### config.mk
export PLATFORM = sky130hd
export DESIGN_NAME = obi_bank_arbiter_flat
export DESIGN_NICKNAME = d
export VERILOG_FILES = /design/src/rtl/obi_bank_arbiter_if.sv /design/src/rtl/obi_bank_arbiter.sv /design/src/flat_wrapper.sv
export SDC_FILE = /design/constraint.sdc
export NUM_CORES = 1
export LEC_CHECK = 0
export BUFFER_PORTS_ARGS = -buffer_cell sky130_fd_sc_hd__buf_2
export CORE_AREA = 2 2 168 170
export CTS_BUF_LIST = sky130_fd_sc_hd__clkbuf_2 sky130_fd_sc_hd__clkbuf_4 sky130_fd_sc_hd__clkbuf_8
export DETAILED_ROUTE_END_ITERATION = 16
export DIE_AREA = 0 0 170 172
export HOLD_SLACK_MARGIN = 0.02
export PLACE_DENSITY = 0.41
export RECOVER_POWER = 25
export SKIP_LAST_GASP = 1
export SLEW_MARGIN = 15
export SYNTH_ARGS = -nofsm -noshare
export SYNTH_HDL_FRONTEND = slang
export SYNTH_SLANG_ARGS = --single-unit
### constraint.sdc
create_clock -name clk_i -period 2.31 [get_ports clk_i]
set_input_delay 0.3465 -clock clk_i [delete_from_list [all_inputs] [get_ports clk_i]]
set_output_delay 0.3465 -clock clk_i [all_outputs]
set_load 0.01 [all_outputs]
### src/rtl/obi_bank_arbiter_if.sv
// Bus bundle between NMASTER OBI masters, the bank arbiter and one RAM bank.
//
// master_* : per-master request fields (req, we, be, addr, wdata) going in,
//            per-master gnt/rvalid and a shared rdata coming back.
// slave_*  : the single request toward the bank and the bank's response.
//
// Handshake rule on every OBI link in this bundle: a request beat transfers
// in the cycle where req and gnt are both high. A master that raised req
// keeps req and its fields stable until that cycle. A response beat is
// delivered in every cycle where rvalid is high. There is no backpressure on
// responses.
//
// Modports:
//   slave  : the arbiter's view (it serves the masters, drives the bank).
//   master : the environment's view (masters plus bank), the mirror image.
interface obi_bank_arbiter_if #(
    parameter int NMASTER = 4,
    parameter int AW      = 32,
    parameter int DW      = 32
);
    logic [NMASTER-1:0]              master_req;
    logic [NMASTER-1:0]              master_we;
    logic [NMASTER-1:0][DW/8-1:0]    master_be;
    logic [NMASTER-1:0][AW-1:0]      master_addr;
    logic [NMASTER-1:0][DW-1:0]      master_wdata;
    logic [NMASTER-1:0]              master_gnt;
    logic [NMASTER-1:0]              master_rvalid;
    logic [DW-1:0]                   master_rdata;

    logic                            slave_req;
    logic                            slave_we;
    logic [DW/8-1:0]                 slave_be;
    logic [AW-1:0]                   slave_addr;
    logic [DW-1:0]                   slave_wdata;
    logic                            slave_gnt;
    logic                            slave_rvalid;
    logic [DW-1:0]                   slave_rdata;

    modport slave (
        input  master_req, master_we, master_be, master_addr, master_wdata,
        output master_gnt, master_rvalid, master_rdata,
        output slave_req, slave_we, slave_be, slave_addr, slave_wdata,
        input  slave_gnt, slave_rvalid, slave_rdata
    );

    modport master (
        output master_req, master_we, master_be, master_addr, master_wdata,
        input  master_gnt, master_rvalid, master_rdata,
        input  slave_req, slave_we, slave_be, slave_addr, slave_wdata,
        output slave_gnt, slave_rvalid, slave_rdata
    );
endinterface

### src/rtl/obi_bank_arbiter.sv
// Shares one OBI bank port between NMASTER OBI masters.
//
// Round-robin arbitration with request locking: once a request is presented
// to the bank without gnt, the selection is held on that master until the
// handshake, so the bank sees stable address/data. Each handshake pushes the
// winning master index into an in-order ID FIFO, and each bank rvalid pops
// that FIFO to route the response back to the master that issued it.
//
// Ports:
//   clk_i, rst_i    clock, asynchronous active-high reset
//   bus             obi_bank_arbiter_if.slave (master side + bank side)
//   outstanding_o   number of issued transactions still awaiting rvalid
//   err_rvalid_o    sticky: bank rvalid arrived with nothing outstanding
//   err_clr_i       clears err_rvalid_o (a same-cycle new error wins)
//   arb_state_o     arbiter state, 1 = LOCKED, 0 = IDLE
module obi_bank_arbiter #(
    parameter int NMASTER         = 4,
    parameter int MAX_OUTSTANDING = 2,
    localparam int IDX_W          = $clog2(NMASTER),
    localparam int CNT_W          = $clog2(MAX_OUTSTANDING + 1)
) (
    input  logic               clk_i,
    input  logic               rst_i,
    obi_bank_arbiter_if.slave  bus,
    output logic [CNT_W-1:0]   outstanding_o,
    output logic               err_rvalid_o,
    input  logic               err_clr_i,
    output logic               arb_state_o
);

    localparam int PTR_W = (MAX_OUTSTANDING > 1) ? $clog2(MAX_OUTSTANDING) : 1;
    localparam logic [PTR_W-1:0] PTR_LAST  = PTR_W'(MAX_OUTSTANDING - 1);
    localparam logic [CNT_W-1:0] CNT_FULL  = CNT_W'(MAX_OUTSTANDING);
    localparam logic [IDX_W-1:0] RR_RESET  = IDX_W'(NMASTER - 1);

    typedef enum logic {
        ARB_IDLE   = 1'b0,
        ARB_LOCKED = 1'b1
    } arb_state_t;

    arb_state_t         state;
    logic [IDX_W-1:0]   rr_ptr;
    logic [IDX_W-1:0]   lock_idx;
    logic [IDX_W-1:0]   rr_sel;
    logic [IDX_W-1:0]   rr_cand;
    logic               rr_found;
    logic [IDX_W-1:0]   sel;

    logic [IDX_W-1:0]   id_fifo [MAX_OUTSTANDING];
    logic [PTR_W-1:0]   wr_ptr;
    logic [PTR_W-1:0]   rd_ptr;
    logic [CNT_W-1:0]   count;
    logic               fifo_full;
    logic               fifo_empty;
    logic [IDX_W-1:0]   head;

    logic               handshake;
    logic               push;
    logic               pop;

    function automatic logic [PTR_W-1:0] ptr_inc(input logic [PTR_W-1:0] p);
        return (p == PTR_LAST) ? '0 : p + PTR_W'(1);
    endfunction

    // Round-robin search upward from rr_ptr+1; the last winner gets lowest
    // priority, so a lone requester still wins every cycle.
    always_comb begin
        rr_sel   = rr_ptr;
        rr_cand  = '0;
        rr_found = 1'b0;
        for (int k = 1; k <= NMASTER; k++) begin
            rr_cand = IDX_W'((int'(rr_ptr) + k) % NMASTER);
            if (!rr_found && bus.master_req[rr_cand]) begin
                rr_sel   = rr_cand;
                rr_found = 1'b1;
            end
        end
    end

    assign sel = (state == ARB_LOCKED) ? lock_idx : rr_sel;

    assign fifo_full  = (count == CNT_FULL);
    assign fifo_empty = (count == '0);
    assign head       = id_fifo[rd_ptr];

    // Full blocks forwarding even when the same cycle pops: there is
    // deliberately no combinational rvalid-to-req path. Reset also gates the
    // request so the bank sees req=0 as soon as rst_i rises.
    assign bus.slave_req   = bus.master_req[sel] & ~fifo_full & ~rst_i;
    assign bus.slave_we    = bus.master_we[sel];
    assign bus.slave_be    = bus.master_be[sel];
    assign bus.slave_addr  = bus.master_addr[sel];
    assign bus.slave_wdata = bus.master_wdata[sel];

    assign handshake = bus.slave_req & bus.slave_gnt;
    assign push      = handshake;
    assign pop       = bus.slave_rvalid & ~fifo_empty;

    // rdata is broadcast; only the owner of the FIFO head sees rvalid.
    assign bus.master_rdata = bus.slave_rdata;

    always_comb begin
        bus.master_gnt    = '0;
        bus.master_rvalid = '0;
        for (int i = 0; i < NMASTER; i++) begin
            bus.master_gnt[i]    = handshake & (sel == IDX_W'(i));
            bus.master_rvalid[i] = pop & (head == IDX_W'(i));
        end
    end

    // Arbiter FSM: rr pointer, lock state and latched index.
    always_ff @(posedge clk_i or posedge rst_i) begin
        if (rst_i) begin
            state    <= ARB_IDLE;
            rr_ptr   <= RR_RESET;
            lock_idx <= '0;
        end else begin
            if (handshake) begin
                rr_ptr <= sel;
            end
            case (state)
                ARB_IDLE: begin
                    if (bus.slave_req && !bus.slave_gnt) begin
                        state    <= ARB_LOCKED;
                        lock_idx <= sel;
                    end
                end
                ARB_LOCKED: begin
                    if (handshake) begin
                        state <= ARB_IDLE;
                    end
                end
                default: state <= ARB_IDLE;
            endcase
        end
    end

    // Response-routing ID FIFO.
    always_ff @(posedge clk_i or posedge rst_i) begin
        if (rst_i) begin
            wr_ptr <= '0;
            rd_ptr <= '0;
            count  <= '0;
            for (int i = 0; i < MAX_OUTSTANDING; i++) begin
                id_fifo[i] <= '0;
            end
        end else begin
            if (push) begin
                id_fifo[wr_ptr] <= sel;
                wr_ptr          <= ptr_inc(wr_ptr);
            end
            if (pop) begin
                rd_ptr <= ptr_inc(rd_ptr);
            end
            case ({push, pop})
                2'b10:   count <= count + CNT_W'(1);
                2'b01:   count <= count - CNT_W'(1);
                default: count <= count;
            endcase
        end
    end

    // Sticky error for a response with nothing outstanding; set beats clear.
    always_ff @(posedge clk_i or posedge rst_i) begin
        if (rst_i) begin
            err_rvalid_o <= 1'b0;
        end else if (bus.slave_rvalid && fifo_empty) begin
            err_rvalid_o <= 1'b1;
        end else if (err_clr_i) begin
            err_rvalid_o <= 1'b0;
        end
    end

    assign outstanding_o = count;
    assign arb_state_o   = (state == ARB_LOCKED);

endmodule
### src/flat_wrapper.sv
// flat-port wrapper written by rule: the top's interface ports become plain ports
module obi_bank_arbiter_flat 
#(
    parameter int NMASTER         = 4,
    parameter int MAX_OUTSTANDING = 2,
    localparam int IDX_W          = $clog2(NMASTER),
    localparam int CNT_W          = $clog2(MAX_OUTSTANDING + 1)
)
  (clk_i, rst_i, outstanding_o, err_rvalid_o, err_clr_i, arb_state_o, bus_master_req, bus_master_we, bus_master_be, bus_master_addr, bus_master_wdata, bus_master_gnt, bus_master_rvalid, bus_master_rdata, bus_slave_req, bus_slave_we, bus_slave_be, bus_slave_addr, bus_slave_wdata, bus_slave_gnt, bus_slave_rvalid, bus_slave_rdata);
  obi_bank_arbiter_if #(.NMASTER(NMASTER)) bus_i ();
  input  logic clk_i;
  input  logic rst_i;
  output logic [CNT_W-1:0] outstanding_o;
  output logic err_rvalid_o;
  input  logic err_clr_i;
  output logic arb_state_o;
  input wire logic [$bits(bus_i.master_req)-1:0] bus_master_req;
  input wire logic [$bits(bus_i.master_we)-1:0] bus_master_we;
  input wire logic [$bits(bus_i.master_be)-1:0] bus_master_be;
  input wire logic [$bits(bus_i.master_addr)-1:0] bus_master_addr;
  input wire logic [$bits(bus_i.master_wdata)-1:0] bus_master_wdata;
  output wire logic [$bits(bus_i.master_gnt)-1:0] bus_master_gnt;
  output wire logic [$bits(bus_i.master_rvalid)-1:0] bus_master_rvalid;
  output wire logic [$bits(bus_i.master_rdata)-1:0] bus_master_rdata;
  output wire logic [$bits(bus_i.slave_req)-1:0] bus_slave_req;
  output wire logic [$bits(bus_i.slave_we)-1:0] bus_slave_we;
  output wire logic [$bits(bus_i.slave_be)-1:0] bus_slave_be;
  output wire logic [$bits(bus_i.slave_addr)-1:0] bus_slave_addr;
  output wire logic [$bits(bus_i.slave_wdata)-1:0] bus_slave_wdata;
  input wire logic [$bits(bus_i.slave_gnt)-1:0] bus_slave_gnt;
  input wire logic [$bits(bus_i.slave_rvalid)-1:0] bus_slave_rvalid;
  input wire logic [$bits(bus_i.slave_rdata)-1:0] bus_slave_rdata;
  assign bus_i.master_req = bus_master_req;
  assign bus_i.master_we = bus_master_we;
  assign bus_i.master_be = bus_master_be;
  assign bus_i.master_addr = bus_master_addr;
  assign bus_i.master_wdata = bus_master_wdata;
  assign bus_master_gnt = bus_i.master_gnt;
  assign bus_master_rvalid = bus_i.master_rvalid;
  assign bus_master_rdata = bus_i.master_rdata;
  assign bus_slave_req = bus_i.slave_req;
  assign bus_slave_we = bus_i.slave_we;
  assign bus_slave_be = bus_i.slave_be;
  assign bus_slave_addr = bus_i.slave_addr;
  assign bus_slave_wdata = bus_i.slave_wdata;
  assign bus_i.slave_gnt = bus_slave_gnt;
  assign bus_i.slave_rvalid = bus_slave_rvalid;
  assign bus_i.slave_rdata = bus_slave_rdata;
  obi_bank_arbiter #(.NMASTER(NMASTER), .MAX_OUTSTANDING(MAX_OUTSTANDING)) u_core (.clk_i(clk_i), .rst_i(rst_i), .bus(bus_i), .outstanding_o(outstanding_o), .err_rvalid_o(err_rvalid_o), .err_clr_i(err_clr_i), .arb_state_o(arb_state_o));
endmodule
==> results by group <==
Floorplan
  • Die Ht: 172 µm
  • Die W: 170 µm
  • Starting Density: 12.94%
  • Io pins: 431
  • Die area: 0.02924 mm²
  • Core Box Area: 0.02748 mm²
  • # rows: 61

Job
  • Max_cap viols: 0

GRT
  • Number of global-route vias before repair: 4939
  • Global router's overall resource usage: 12.31%
  • Antenna violations before repair: 2
  • First-pass GRT wire length: 28.18 mm
  • Pin count of the biggest net entering global routing: 33
  • Grt ovf: 0

Route
  • Routed Antenna Nets: 0
  • Metal3 WL: 1.171 mm
  • Uppermost layer routed: met5
  • Met2 Wirelength: 10.99 mm
  • Post-route DRC: 0
  • WL/cell: 16.34 µm
  • Drt first pass iters: 4
  • DR vias/cell: 4.247
  • Final WL: 21.22 mm
  • 1st-iter DRT viols: 186
  • M1 WL: 8.921 mm
  • Total number of vias: 5517

Critical path
  • Crit start category: flip-flop
  • Crit path DAT: 2.39 ns
  • Critical Path End Type: primary output
  • Crit Path Max Fanout: 8
  • Critical path class: reg -> out
  • CP Data Required Time: 1.96 ns

Yosys
  • Synth warn: 0
  • Mapped Cells: 553
  • Synthesized cell area: 0.003556 mm²
  • Yosys reg bits: 14
  • Syn Nets: 871
  • Cell variety after synth: 45
  • Register area share after synthesis: 9.923%
  • Syn_area_per_cell: 6.430 µm²

Pwr
  • Leakage: 3.435 nW
  • Peak supply drop: 0.0006333 V
  • Pwr dens: 1610 mW/mm²

Run status
  • Status: finished with violations
  • Failing checks: setup timing

Cells and area
  • Commonest non-fill, non-tap cell in the layout: buf_2
  • Final cell count without fillers: 1299
  • FF/Latch Area: 354.1 µm²
  • Multi-input logic area: 0.002915 mm²
  • Area Growth Syn to Fin: 96.73%
  • Fillers: 3119
  • Share of post-route cells with drive strength above 1: 58.74%
  • Most frequent cells in the layout: 363 x buf_2, 144 x nand2_1, 68 x a31oi_1
  • Fin nets: 1269

STA
  • Worst rel slew slack: 45.25%
  • Worst clock skew: 0.009655 ns
  • Slew @ Worst Pin: 0.8213 ns
  • Endpoints failing setup: 74
  • Slew Viols, Final: 0
  • Final worst slack: -0.4268 ns
  • Final Hold Viols: 0
  • Fmax: 0.3654 GHz
  • Post-layout min period: 2.737 ns
  • RSZ-0062 raised after global routing: yes
  • Final worst-path cycle share: 118.5%

CTS
  • Latest clock arrival within the worst-skew pair: 0.26 ns
  • TritonCTS clock tree: built
  • CTS Sinks: 14
  • Longest Clk Path Bufs: 2
  • Cts bufs inserted: 3
  • Hold Buf Count CTS: 0
  • Clock transition at path regs: 0.07 ns
  • Htree depth: 1
  • Clock root buffer: clkbuf_8

Placement
  • DP Cell Count: 1255
  • HPWL after DPL: 14.84 mm
  • Post-Place Setup Slack: -0.1681 ns
  • PortBufs: 366
  • GP Congestion: 0.8088

Worst hold path
  • Hold WC Path Type: in -> reg
cell families (layout without fill, tap and decap cells):
group | Yosys count | in the layout | share of synthesized area [%]
simple gates | 256 | 256 | 33.46
flops | 14 | 14 | 9.923
other cells | 0 | 3 | 0
compound gates | 180 | 180 | 36.63
buf+inv | 92 | 489 | 16.92
fa+ha+maj | 1 | 1 | 0.3518
xor+xnor | 5 | 5 | 1.231
mux | 5 | 5 | 1.478
power breakdown:
part	total (mW)	switching, mW	internal, mW
clock	0.252	0.100	0.151
sequential	0.535	0.158	0.378
combinational	10.5	5.18	5.30
synth_stat cells, drive strengths merged:
cell	n	area, µm²
a211oi	69	518.0
a21bo	1	10.01
a21boi	3	22.52
a21o	5	38.79
a21oi	5	25.02
a221oi	1	8.760
a22o	3	26.28
a31o	1	8.760
a31oi	71	444.2
a32oi	2	17.52
a41oi	2	36.29
and2	69	431.7
buf	63	493.0
clkbuf	19	71.32
dfrtp	12	300.3
dfstp	2	52.55
ha	1	12.51
inv	10	37.54
mux2	2	22.52
mux2i	3	30.03
nand2	147	551.8
nand2b	8	50.05
nand3	5	25.02
nand3b	2	15.01
nor2	17	63.81
nor2b	3	21.27
nor3	3	15.01
nor3b	1	7.510
o2111ai	1	8.760
o211ai	5	65.06
o21ai	9	52.55
o21ba	1	10.01
o32a	1	10.01
or2	1	8.760
xnor2	5	43.79
worst paths after layout:
check | cells after the start | endpoint | slack [ns] | startpoint
min reg2reg | 2 | u_core.err_rvalid_o$_DFFE_PP0P_ | 0.54 | u_core.err_rvalid_o$_DFFE_PP0P_
min in group asynchronous | 3 | u_core.outstanding_o[0]$_DFFE_PP0P_ | 0.33 | rst_i
max reg2reg | 12 | u_core.outstanding_o[1]$_DFFE_PP0P_ | 0.01 | u_core.rr_ptr[0]$_DFFE_PP1P_
max | 10 | bus_slave_addr[5] | -0.43 | u_core.rr_ptr[0]$_DFFE_PP1P_
min | 2 | u_core.err_rvalid_o$_DFFE_PP0P_ | 0.27 | err_clr_i
max in group asynchronous | 3 | asynchronous set/reset pin | 1.40 | rst_i
layout make-up:
| cell class | instances | area share, % |
|---|---|---|
| Timing Repair Buffer | 475 | 45.64 |
| Multi-Input combinational cell | 447 | 41.67 |
| Inverter | 10 | 0.5366 |
| Antenna cell | 3 | 0.1073 |
| Tap cell | 346 | 6.189 |
| Sequential cell | 14 | 5.062 |
| Clock buffer | 4 | 0.7870 |
stage by stage:
stage	instance area (µm²)	setup TNS [ns]	power, mW	hold slack [ns]	utilization (%)
floorplan	3556	0	5.180	0.2400	-
global placement	5929	-5.328	8.225	0.3909	21.58
detailed placement	5929	-5.377	8.188	0.3951	21.58
CTS	6513	-25.45	10.31	0.1184	23.70
global route	6988	-33.63	12.17	0.2772	25.43
finish	6995	-25.82	11.26	0.2702	25.46
flip-flops by register name, indices dropped and copies added, names as in the netlist, named ones only:
name and flops:
u_core.id_fifo 4, u_core.lock_idx 2, u_core.outstanding_o 2, u_core.rr_ptr 2
u_core.err_rvalid_o 1, u_core.rd_ptr 1, u_core.wr_ptr 1
worst max-delay path, stage by stage (launching register included):
cell and delay (ns):
dfstp_2 0.58, nand2b_4 0.06, or2_4 0.27, a41oi_4 0.24, buf_12 0.20, buf_16 0.16
buf_12 0.11, and2_4 0.13, a211oi_2 0.04, a31oi_1 0.16, buf_2 0.16
repair_timing:
action                     CTS  global route
buffers inserted            11            12
resized for setup           53            77
setup endpoints to repair   74            78
gates cloned                 9             7
pin swaps                    7            61
layer usage:
| metal | track usage [%] | up-vias |
|---|---|---|
| li1 | - | 2743 |
| met1 | 15.17 | 2536 |
| met2 | 23.16 | 225 |
| met3 | 1.831 | 11 |
| met4 | 1.561 | 2 |
| met5 | 0 | - |
No activity file was read; power rests on OpenSTA's default activity.
